$ cat config.mk
export PLATFORM = sky130hd
export DESIGN_NAME = inst_fetch
export DESIGN_NICKNAME = d
export VERILOG_FILES = /design/src/rtl/inst_fetch_pkg.sv /design/src/rtl/inst_fetch_fifo.sv /design/src/rtl/inst_fetch.sv
export SDC_FILE = /design/constraint.sdc
export NUM_CORES = 1
export LEC_CHECK = 0
export CELL_PAD_IN_SITES_DETAIL_PLACEMENT = 1
export CELL_PAD_IN_SITES_GLOBAL_PLACEMENT = 2
export CORE_MARGIN = 5
export CORE_UTILIZATION = 35
export CTS_BUF_LIST = sky130_fd_sc_hd__clkbuf_16
export CTS_CLUSTER_DIAMETER = 40
export DETAILED_ROUTE_END_ITERATION = 16
export PLACE_DENSITY_LB_ADDON = 0.15
export SLEW_MARGIN = 15
export SYNTH_ARGS = -nofsm -noshare
export SYNTH_HDL_FRONTEND = slang
export SYNTH_SLANG_ARGS = --single-unit
export TNS_END_PERCENT = 20
$ cat constraint.sdc
create_clock -name clk -period 5.8 [get_ports clk]
set_input_delay 1.16 -clock clk [delete_from_list [all_inputs] [get_ports clk]]
set_output_delay 1.16 -clock clk [all_outputs]
set_load 0.01 [all_outputs]
$ cat src/rtl/inst_fetch_pkg.sv
// inst_fetch_pkg: state encoding and sizing defaults shared by inst_fetch; IFETCH_ABORT_EN adds the FLUSH state
`ifndef COE_WIDTH
`define COE_WIDTH 32
`endif
`ifndef IQUEUE_DEPTH
`define IQUEUE_DEPTH 256
`endif
`ifndef COMMON_BRAM_DELAY
`define COMMON_BRAM_DELAY 2
`endif

package inst_fetch_pkg;

   localparam int DEF_DWIDTH     = `COE_WIDTH;
   localparam int DEF_DEPTH      = `IQUEUE_DEPTH;
   localparam int DEF_BRAM_DELAY = `COMMON_BRAM_DELAY;

   typedef enum logic [1:0] {
      IDLE,
      FETCH,
      DRAIN
`ifdef IFETCH_ABORT_EN
      ,
      FLUSH
`endif
   } state_t;

   // One slot per word in the ROM pipeline, one for the request cycle, one to keep streaming under a pop
   function automatic int fifo_depth(input int delay);
      return delay + 2;
   endfunction

endpackage

$ cat src/rtl/inst_fetch_fifo.sv
// sync_fifo_fwft: first-word-fall-through FIFO, output taken straight from storage flops, with occupancy count
module sync_fifo_fwft #(
   parameter int WIDTH = 8,
   parameter int DEPTH = 4
) (
   input  logic                         clk,
   input  logic                         rst,
   input  logic                         clr,
   input  logic                         push,
   input  logic                         pop,
   input  logic [WIDTH-1:0]             din,
   output logic [WIDTH-1:0]             dout,
   output logic                         vld,
   output logic [$clog2(DEPTH+1)-1:0]   count
);

   localparam int PW = (DEPTH > 1) ? $clog2(DEPTH) : 1;
   localparam int CW = $clog2(DEPTH + 1);
   localparam logic [PW-1:0] LAST = PW'(DEPTH - 1);
   localparam logic [CW-1:0] FULL = CW'(DEPTH);

   logic [WIDTH-1:0] mem [DEPTH];
   logic [PW-1:0]    wr_ptr, rd_ptr;

   assign dout = mem[rd_ptr];
   assign vld  = (count != '0);

   // Circular storage; clr empties the queue without touching the stored words
   always_ff @(posedge clk) begin
      if (rst) begin
         for (int i = 0; i < DEPTH; i++) mem[i] <= '0;
         wr_ptr <= '0;
         rd_ptr <= '0;
         count  <= '0;
      end else if (clr) begin
         wr_ptr <= '0;
         rd_ptr <= '0;
         count  <= '0;
      end else begin
         if (push) begin
            mem[wr_ptr] <= din;
            wr_ptr      <= (wr_ptr == LAST) ? '0 : wr_ptr + 1'b1;
         end
         if (pop) rd_ptr <= (rd_ptr == LAST) ? '0 : rd_ptr + 1'b1;
         count <= count + {{(CW-1){1'b0}}, push} - {{(CW-1){1'b0}}, pop};
      end
   end

   overflow_a : assert property (@(posedge clk) disable iff (rst) !(push && !pop && !clr && count == FULL));

endmodule

$ cat src/rtl/inst_fetch.sv
// inst_fetch: credit-limited instruction ROM reader feeding a decoder over valid/ready; IFETCH_ABORT_EN adds abort/aborted
module inst_fetch
   import inst_fetch_pkg::*;
#(
   parameter int DWIDTH            = DEF_DWIDTH,
   parameter int DEPTH             = DEF_DEPTH,
   parameter int AWIDTH            = $clog2(DEPTH),
   parameter int COMMON_BRAM_DELAY = DEF_BRAM_DELAY,
   parameter int FIFO_DEPTH        = fifo_depth(COMMON_BRAM_DELAY)
) (
   input  logic              clk,
   input  logic              rst,
   input  logic              start,
   input  logic [AWIDTH-1:0] start_pc,
   input  logic [AWIDTH:0]   inst_num,
   output logic              busy,
   output logic              done,
   output logic              rom_rden,
   output logic [AWIDTH-1:0] rom_addr,
   input  logic              rom_vld,
   input  logic [DWIDTH-1:0] rom_dout,
   output logic              inst_vld,
   output logic [DWIDTH-1:0] inst_data,
   output logic [AWIDTH-1:0] inst_pc,
`ifdef IFETCH_ABORT_EN
   input  logic              abort,
   output logic              aborted,
`endif
   input  logic              inst_rdy
);

   localparam int CW = $clog2(FIFO_DEPTH + 1);
   localparam logic [AWIDTH-1:0] LAST = AWIDTH'(DEPTH - 1);
   localparam logic [CW:0]       FD   = (CW+1)'(FIFO_DEPTH);
   localparam logic [AWIDTH:0]   ONE  = (AWIDTH+1)'(1);

   state_t            state;
   logic [AWIDTH-1:0] pc, ret_pc;
   logic [AWIDTH:0]   remain, num, delivered;
   logic [CW-1:0]     inflight, fifo_count;
   logic [CW:0]       occ;
   logic              fifo_vld, flush, accept, push, pop, can_issue;

   function automatic logic [AWIDTH-1:0] nxt(input logic [AWIDTH-1:0] a);
      return (a == LAST) ? '0 : a + 1'b1;
   endfunction

`ifdef IFETCH_ABORT_EN
   assign flush = (state == FLUSH);
`else
   assign flush = 1'b0;
`endif

   assign inst_vld  = fifo_vld & ~flush;
   assign pop       = inst_vld & inst_rdy;
   assign accept    = rom_vld & (inflight != '0);
   assign push      = accept & ~flush;
   // Words committed after this cycle: queued + in flight + the request on the bus, less the word leaving now
   assign occ       = {1'b0, fifo_count} + {1'b0, inflight} + {{CW{1'b0}}, rom_rden} - {{CW{1'b0}}, pop};
   assign can_issue = (remain != '0) && (occ < FD);

   // Reads outstanding at the ROM; a return with nothing outstanding is stale and not counted
   always_ff @(posedge clk) begin
      if (rst) inflight <= '0;
      else inflight <= inflight + {{(CW-1){1'b0}}, rom_rden} - {{(CW-1){1'b0}}, accept};
   end

   // Control FSM driving the registered ROM request and status outputs
   always_ff @(posedge clk) begin
      if (rst) begin
         state     <= IDLE;
         busy      <= 1'b0;
         done      <= 1'b0;
         rom_rden  <= 1'b0;
         rom_addr  <= '0;
         pc        <= '0;
         ret_pc    <= '0;
         remain    <= '0;
         num       <= '0;
         delivered <= '0;
`ifdef IFETCH_ABORT_EN
         aborted   <= 1'b0;
`endif
      end else begin
         done <= 1'b0;
`ifdef IFETCH_ABORT_EN
         aborted <= 1'b0;
`endif
         if (push) ret_pc <= nxt(ret_pc);
         if (pop) delivered <= delivered + {{AWIDTH{1'b0}}, pop};
         case (state)
            IDLE: begin
               if (start) begin
                  num       <= inst_num;
                  delivered <= '0;
                  ret_pc    <= start_pc;
                  if (inst_num == '0) begin
                     done <= 1'b1;
                  end else begin
                     busy     <= 1'b1;
                     rom_rden <= 1'b1;
                     rom_addr <= start_pc;
                     pc       <= nxt(start_pc);
                     remain   <= inst_num - ONE;
                     state    <= (inst_num == ONE) ? DRAIN : FETCH;
                  end
               end
            end
            FETCH: begin
               rom_rden <= can_issue;
               if (can_issue) begin
                  rom_addr <= pc;
                  pc       <= nxt(pc);
                  remain   <= remain - ONE;
                  if (remain == ONE) state <= DRAIN;
               end
            end
            DRAIN: begin
               rom_rden <= 1'b0;
               if (!rom_rden && inflight == '0 && delivered + {{AWIDTH{1'b0}}, pop} == num) begin
                  done  <= 1'b1;
                  busy  <= 1'b0;
                  state <= IDLE;
               end
            end
`ifdef IFETCH_ABORT_EN
            FLUSH: begin
               rom_rden <= 1'b0;
               if (inflight == '0) begin
                  aborted <= 1'b1;
                  busy    <= 1'b0;
                  state   <= IDLE;
               end
            end
`endif
            default: state <= IDLE;
         endcase
`ifdef IFETCH_ABORT_EN
         if (abort && (state == FETCH || state == DRAIN)) begin
            rom_rden <= 1'b0;
            done     <= 1'b0;
            busy     <= 1'b1;
            state    <= FLUSH;
         end
`endif
      end
   end

   sync_fifo_fwft #(
      .WIDTH (DWIDTH + AWIDTH),
      .DEPTH (FIFO_DEPTH)
   ) u_fifo (
      .clk   (clk),
      .rst   (rst),
      .clr   (flush),
      .push  (push),
      .pop   (pop),
      .din   ({rom_dout, ret_pc}),
      .dout  ({inst_data, inst_pc}),
      .vld   (fifo_vld),
      .count (fifo_count)
   );

endmodule

==> After elaboration in Yosys (flattened, before gate mapping) <==
Memories as Yosys holds them, arrays and structs flattened. A register that Yosys moved wholly into a read port is not among the register bits.
Index checks and enable logic that the tools add are counted.
{ "op_classes": {"bitwise_logic": 2, "addsub": 15, "reduce_logical": 19, "order_cmp": 1, "eq_ne": 15, "mux": 49} }
{ "op_table": {"columns": ["operator", "count"], "rows": [
  ["8-bit 2-to-1 mux", 12],
  ["9-bit 2-to-1 mux", 6],
  ["40-bit 2-to-1 mux", 1],
  ["40-bit OR reduction", 1],
  ["8-bit one-hot mux with 2 select lines", 2],
  ["8-bit by 1-bit adder with 8-bit output, second input constant", 3],
  ["8-bit == test, second input constant", 3],
  ["2-bit 2-to-1 mux", 11],
  ["9-bit by 1-bit == test with 1-bit output, second input constant", 2],
  ["9-bit one-hot mux with 2 select lines", 1],
  ["9-bit by 1-bit subtractor with 9-bit output, second input constant", 2],
  ["1-bit 2-to-1 mux", 12],
  ["2-bit != test, second input constant", 5],
  ["9-bit by 1-bit adder with 9-bit output", 1],
  ["9-bit == test", 1],
  ["9-bit zero test", 1],
  ["3-bit nonzero test", 3],
  ["9-bit nonzero test", 1],
  ["4-bit AND reduction", 2],
  ["3-bit by 1-bit adder with 3-bit output", 2],
  ["2-bit == test, second input constant", 3],
  ["2-bit one-hot mux with 3 select lines", 1],
  ["3-bit by 1-bit subtractor with 3-bit output", 2],
  ["5-bit AND reduction", 1],
  ["16 further kinds", 22]
]} }
{ "word_totals": {"regBits": 66, "mem_count": 1, "mem_bits_rw": 160, "word_cells": 116, "input_bits": 54, "out_inout_bits": 52} }
{ "mem_list": {"columns": ["name", "depth", "word_bits", "read_ports", "rd_clocked_by_memory_dff", "wr", "line_no", "rtl"], "rows": [
  ["u_fifo.mem", 4, 40, 1, 1, 4, "inst_fetch_fifo.sv:22", "logic [WIDTH-1:0] mem [DEPTH];"]
]} }

==> Longest topological paths before layout <==
{ "depth": {"word_depth": 7, "mapped_depth": 14, "depth_no_buf": 12} }

==> Cells and area by module <==
A second synthesis with hierarchy kept.
{ "unflattened": {"hier_cells": 943, "area_unflattened_um2": 11349.6} }
{ "modules_own_cells": {"columns": ["mod", "seq_area_each_um2", "n_inst", "cells_per_inst", "area_per_inst_um2"], "rows": [
  ["sync_fifo_fwft", 4984.8, 1, 485, 7621.1],
  ["inst_fetch", 1181.1, 1, 458, 3728.6]
]} }

==> Least setup slack after synthesis <==
OpenSTA, ideal clock, no wires.
{ "synth_path": {"kind": "input to register", "start": "input port rom_vld", "end": "memory u_fifo.mem[3][0] (netlist bit) (enable)", "setup_time_ns": 0.493, "arrival_ns": 4.198, "path_buffers": 0, "slack_ns": 1.109, "cell_stages": 2, "required_time_ns": 5.307, "path_cell_list": "o31ai_1 -> o21ai_0"} }
{ "synth_rtl": {"columns": ["item", "line_no", "rtl"], "rows": [
  ["start: declaration", "inst_fetch.sv:20", "input logic rom_vld,"],
  ["end: declaration", "inst_fetch_fifo.sv:22", null]
]} }

==> Worst setup path in the final report <==
{ "layout_path": {"start": "input port inst_rdy", "end": "register pc[1]"} }
{ "layout_via": {"elab_chain_len": 6} }
{ "layout_lines": {"columns": ["item", "line_no", "rtl"], "rows": [
  ["start: declaration", "inst_fetch.sv:29", "input logic inst_rdy"],
  ["1-bit AND", "inst_fetch.sv:55", "assign pop = inst_vld & inst_rdy;"],
  ["4-bit by 1-bit subtractor with 4-bit output", "inst_fetch.sv:59", "assign occ = {1'b0, fifo_count} + {1'b0, inflight} + {{CW{1'b0}}, rom_rden} - {{CW{1'b0}}, pop};"],
  ["4-bit by 3-bit less-than comparator with 1-bit output", "inst_fetch.sv:60", "assign can_issue = (remain != '0) && (occ < FD);"],
  ["1-bit logical AND", "inst_fetch.sv:60", null],
  ["2-bit != test (no line)", null, null],
  ["4-bit AND reduction (no line)", null, null],
  ["end signal: assignment", "inst_fetch.sv:103", "pc <= nxt(start_pc);"],
  ["end signal: assignment", "inst_fetch.sv:113", "pc <= nxt(pc);"],
  ["end: declaration", "inst_fetch.sv:38", "logic [AWIDTH-1:0] pc, ret_pc;"]
]} }
No other way between the ends.
A chain may end at the register's enable or synchronous reset.

==> impl.org <==
** Hold path
- Worst min path class :: reg -> reg
- In this run the most critical hold path is launched from num[8].
- The path with the worst hold slack has its endpoint at num[8].
- Counting instances, the worst hold path has a depth of 2.

** Clock tree
- Clock slew at the register clock pins of the worst setup and hold paths :: 0.05 ns
- In this run the number of H-tree levels came out at 2.
- After clock tree synthesis, the repair step resized 0 gates.
- Buffers added to address setup during post-CTS repair amount to 0.
- Clock Path Buffers :: 3
- TritonCTS built the clock tree.
- Number of buffers added to fix hold violations after cts :: 0
- Clk sinks :: 228
- Clock root buffer master :: sky130_fd_sc_hd__clkbuf_16
- Number of buffers added by the clock tree synthesis step :: 39
- At the later pin of the worst-skew pair, clock insertion delay measures 0.53 ns.

** STA
- The worst path uses 70.7% of the clock period.
- Setup violations remaining at the end of the flow were counted as 0.
- Worst max-slew margin expressed relative to the limit :: 41.5%
- Setup repair after global routing missed its margin :: no
- For the finished layout, the period the worst path requires is 4.10 ns.
- Actual slew at the worst max-slew pin :: 0.875 ns
- Setup TNS :: 0 ns
- Final hold analysis gives a worst-case slack of 0.472 ns.
- For this run, the top clock speed supported by timing is 244 MHz.
- Final setup skew :: 0.0358 ns
- The hold violation count in the final report came to 0.
- The number of slew-limit violations in the final report was 0.

** Routing
- Initial DRC Count :: 397
- Detailed routing inserted a total of 7375 vias.
- Number of nets with antenna violations after routing :: 0
- WL final :: 28400 um
- After detailed routing, the average wire length per cell comes to 19.9 um.
- In the routed layout, each cell is associated on average with a via count of 5.16.
- DRC errors left :: 0
- The pre-antenna-repair detailed-routing pass consisted of 4 iterations.

** Place
- Once placement finished, the instance area stood at 12300 um2.
- The HPWL after detailed placement is 17300 um.
- During placement, the flow inserted port buffers numbering 105.
- Last weighted congestion value of the routability-driven placer :: 0.721

** Floorplanning
- Initial standard-cell utilization of the core :: 35.5%
- Area of the core region :: 30700 um2
- Pin placement for this block handled 106 I/O pins.
- In this run the core area contains 64 standard-cell rows.
- The die covers 34700 um2.
- Height of the chip :: 186 um
- In this run the horizontal extent of the chip is 186 um.

** Yosys
- Avg Synthesized Cell Area :: 12.1 um2
- Of the synthesized area, sequential elements account for 56.7%.
- Top cell type's share of synthesized area :: 44.2%
- Synthesized instance count :: 898
- After synthesis the netlist holds a flip-flop and latch count of 228.
- For this run, the leading register cell type out of synthesis is sky130_fd_sc_hd__edfxtp_1.
- Cell taking the most area after synthesis :: sky130_fd_sc_hd__edfxtp_1
- Post-synth EDFFs :: 160
- Counting every net in the synthesized netlist gives 978.
- For this run, asynchronously set or reset flops after synthesis account for 0%.
- After synthesis, the cell types taking the most area are sky130_fd_sc_hd__edfxtp_1, sky130_fd_sc_hd__dfxtp_1, sky130_fd_sc_hd__mux4_2.
- Yosys mapped the design onto 62 distinct sky130hd cell types.
- Yosys warnings :: 0
- Area of the mapped netlist :: 10900 um2

** Worst setup path
- Buf+Inv Stages, Crit Path :: 4
- Worst path slowest cell :: sky130_fd_sc_hd__and2_1
- In this run the critical register-to-register path is captured at pc[1].
- Max incr delay on CP :: 0.71 ns
- Reg2reg start :: u_fifo.count[2]
- For the worst setup path, the data arrival time is 4.53 ns.
- Counting cells, the worst reg-to-reg path comes to 13.
- The worst setup path is launched from an input port.
- Cell type group with the largest total delay on the critical path :: simple AND/OR/NAND/NOR gates
- Depth of the critical timing path with buffers and inverters included :: 13
- CP required :: 6.23 ns
- CP Class :: in -> reg
- Biggest fanout along the worst timing path :: 20
- The worst setup path is captured at a flip-flop.
- Setup slack on the worst flop-to-flop path :: 1.99 ns
- The signal on the critical path passes through clkdlybuf4s50_1 > nand2_1 > inv_1 > ha_1 > inv_1 > ha_1 > nand3_1 > and3_1 > o31ai_1 > and2_1 > buf_4 > nor2_1 > a211oi_1.

** Global routing
- For this run the aggregate overflow at the end of global routing stands at 0.
- The initial antenna violation count is 0.
- The number of global-route vias before repair was 7886.
- Across every metal layer, demand over resource in global routing totals 16.3%.
- First-pass GRT wire length :: 44400 um
- Maximum number of pins on one net before global-route repair :: 59

** Layout
- Across the whole layout, storage elements account for 6170 um2.
- Antenna diode instance count :: 0
- The multi-input combinational cells in the finished layout cover a total of 4410 um2.
- Nets :: 1082
- Layout filler cell count :: 3181
- Compared with the post-synthesis result, the final layout area differs by 26.6%.
- Fraction of final layout cells sized beyond drive strength 1 :: 13.3%
- The finished cells cover 13800 um2.
- For this run, the share of the core covered by cells in the final layout is 44.9%.

** Pwr
- The completed layout was analyzed and its total power is 6.35 mW.
- Maximum VDD drop :: 0.205 mV
- Leakage power summed over all cells :: 5.16 nW
- Power per unit of standard cell area :: 461 nW/um2

** Outcome
- The run finished with clean final reports.

** Run
- Across the run, the number of max-cap violations was 0.
==> worst register-to-register path, cell delays in order (launching register included) <==
cell and delay, ns:
sky130_fd_sc_hd__dfxtp_1 0.31, sky130_fd_sc_hd__or3_1 0.42, sky130_fd_sc_hd__nand2_1 0.21, sky130_fd_sc_hd__inv_1 0.18
sky130_fd_sc_hd__ha_1 0.31, sky130_fd_sc_hd__inv_1 0.04, sky130_fd_sc_hd__ha_1 0.26, sky130_fd_sc_hd__nand3_1 0.09
sky130_fd_sc_hd__and3_1 0.19, sky130_fd_sc_hd__o31ai_1 0.41, sky130_fd_sc_hd__and2_1 0.71, sky130_fd_sc_hd__buf_4 0.34
sky130_fd_sc_hd__nor2_1 0.06, sky130_fd_sc_hd__a211oi_1 0.19
==> cells in the mapped netlist, types with 6 or more instances <==
cell type                    n
sky130_fd_sc_hd__buf_2       8
sky130_fd_sc_hd__o21ai_0    21
sky130_fd_sc_hd__xor2_1     15
sky130_fd_sc_hd__xnor2_1    18
sky130_fd_sc_hd__a211oi_1   13
sky130_fd_sc_hd__dfxtp_1    68
sky130_fd_sc_hd__inv_1      27
sky130_fd_sc_hd__and3_1     48
sky130_fd_sc_hd__clkbuf_1   42
sky130_fd_sc_hd__buf_1       7
sky130_fd_sc_hd__mux2i_1    10
sky130_fd_sc_hd__nor2_1     53
sky130_fd_sc_hd__a21oi_1    35
sky130_fd_sc_hd__edfxtp_1  160
sky130_fd_sc_hd__nand3_1    16
sky130_fd_sc_hd__nand2_1    54
sky130_fd_sc_hd__nor3_1     16
sky130_fd_sc_hd__mux4_2     40
sky130_fd_sc_hd__ha_1       24
sky130_fd_sc_hd__or3_1       6
sky130_fd_sc_hd__a31oi_1     6
sky130_fd_sc_hd__and2_1    127
sky130_fd_sc_hd__nand4_1     7
==> metal layers <==
metal	global-route usage, %	vias to the layer above	share of wire (%)
li1	-	3515	-
met1	21.0	3700	45
met2	28.6	128	49
met3	2.99	32	4.4
met4	3.58	0	1.4
met5	0	-	0
==> report_power, final <==
part           switching, mW  internal (mW)
registers              0.190           2.00
logic                  0.867          0.783
clock network          0.838           1.67
==> area by class of cell <==
class | instances | area share, %
Timing Repair Buffer | 120 | 8.41
Multi-Input combinational cell | 586 | 32.0
Clock inverter | 32 | 3.17
Clock buffer | 40 | 7.27
Sequential cell | 228 | 44.8
Tap cell | 396 | 3.60
Inverter | 27 | 0.736
==> worst max-delay path by stage <==
stage	start	to	slack (ns)
floorplan	rom_vld	u_fifo.mem[3][0]	1.11
global placement	inst_rdy	remain[0]	1.25
detailed placement	inst_rdy	pc[1]	1.13
CTS	flip-flop	inst_pc[2]	1.62
global route	inst_rdy	pc[1]	1.35
finish	inst_rdy	pc[1]	1.70
==> logic make-up (layout without fill, tap and decap cells) <==
logic type | Yosys count | in the layout | synth area share, %
buffers and inverters | 84 | 219 | 2.99
XOR/XNOR | 33 | 33 | 2.66
AND/OR/NAND/NOR | 362 | 362 | 18.4
flip-flops | 228 | 228 | 56.7
AO/OA/AOI/OAI | 115 | 115 | 6.97
multiplexers | 50 | 50 | 9.20
adder cells (fa/ha/maj) | 26 | 26 | 3.13
==> through the flow <==
step                      worst slack (ns)  instances
after floorplan                       1.11        898
after global placement                1.25       1357
after detailed placement              1.13       1357
after CTS                             1.62       1429
after global routing                  1.35       1429
final                                 1.70       1429
==> cell usage in the layout, fill, tap and decap left out, types with 18 or more instances in the layout <==
| master | n |
|---|---|
| sky130_fd_sc_hd__nor2_1 | 53 |
| sky130_fd_sc_hd__clkbuf_16 | 40 |
| sky130_fd_sc_hd__edfxtp_1 | 160 |
| sky130_fd_sc_hd__a21oi_1 | 35 |
| sky130_fd_sc_hd__and2_1 | 127 |
| sky130_fd_sc_hd__inv_1 | 30 |
| sky130_fd_sc_hd__ha_1 | 24 |
| sky130_fd_sc_hd__dfxtp_1 | 66 |
| sky130_fd_sc_hd__xnor2_1 | 18 |
| sky130_fd_sc_hd__mux4_2 | 40 |
| sky130_fd_sc_hd__nand2_1 | 54 |
| sky130_fd_sc_hd__clkdlybuf4s50_1 | 104 |
| sky130_fd_sc_hd__and3_1 | 48 |
| sky130_fd_sc_hd__o21ai_0 | 20 |
==> flip-flops by register name (all words and copies together) (netlist names), named ones only <==
name,cells
busy,1
delivered,9
done,1
inflight,3
num,9
pc,8
remain,9
ret_pc,8
rom_addr,8
rom_rden,1
state,2
u_fifo.count,3
u_fifo.mem,160
u_fifo.rd_ptr,2
u_fifo.wr_ptr,2
(Power assumes the default switching activity.)
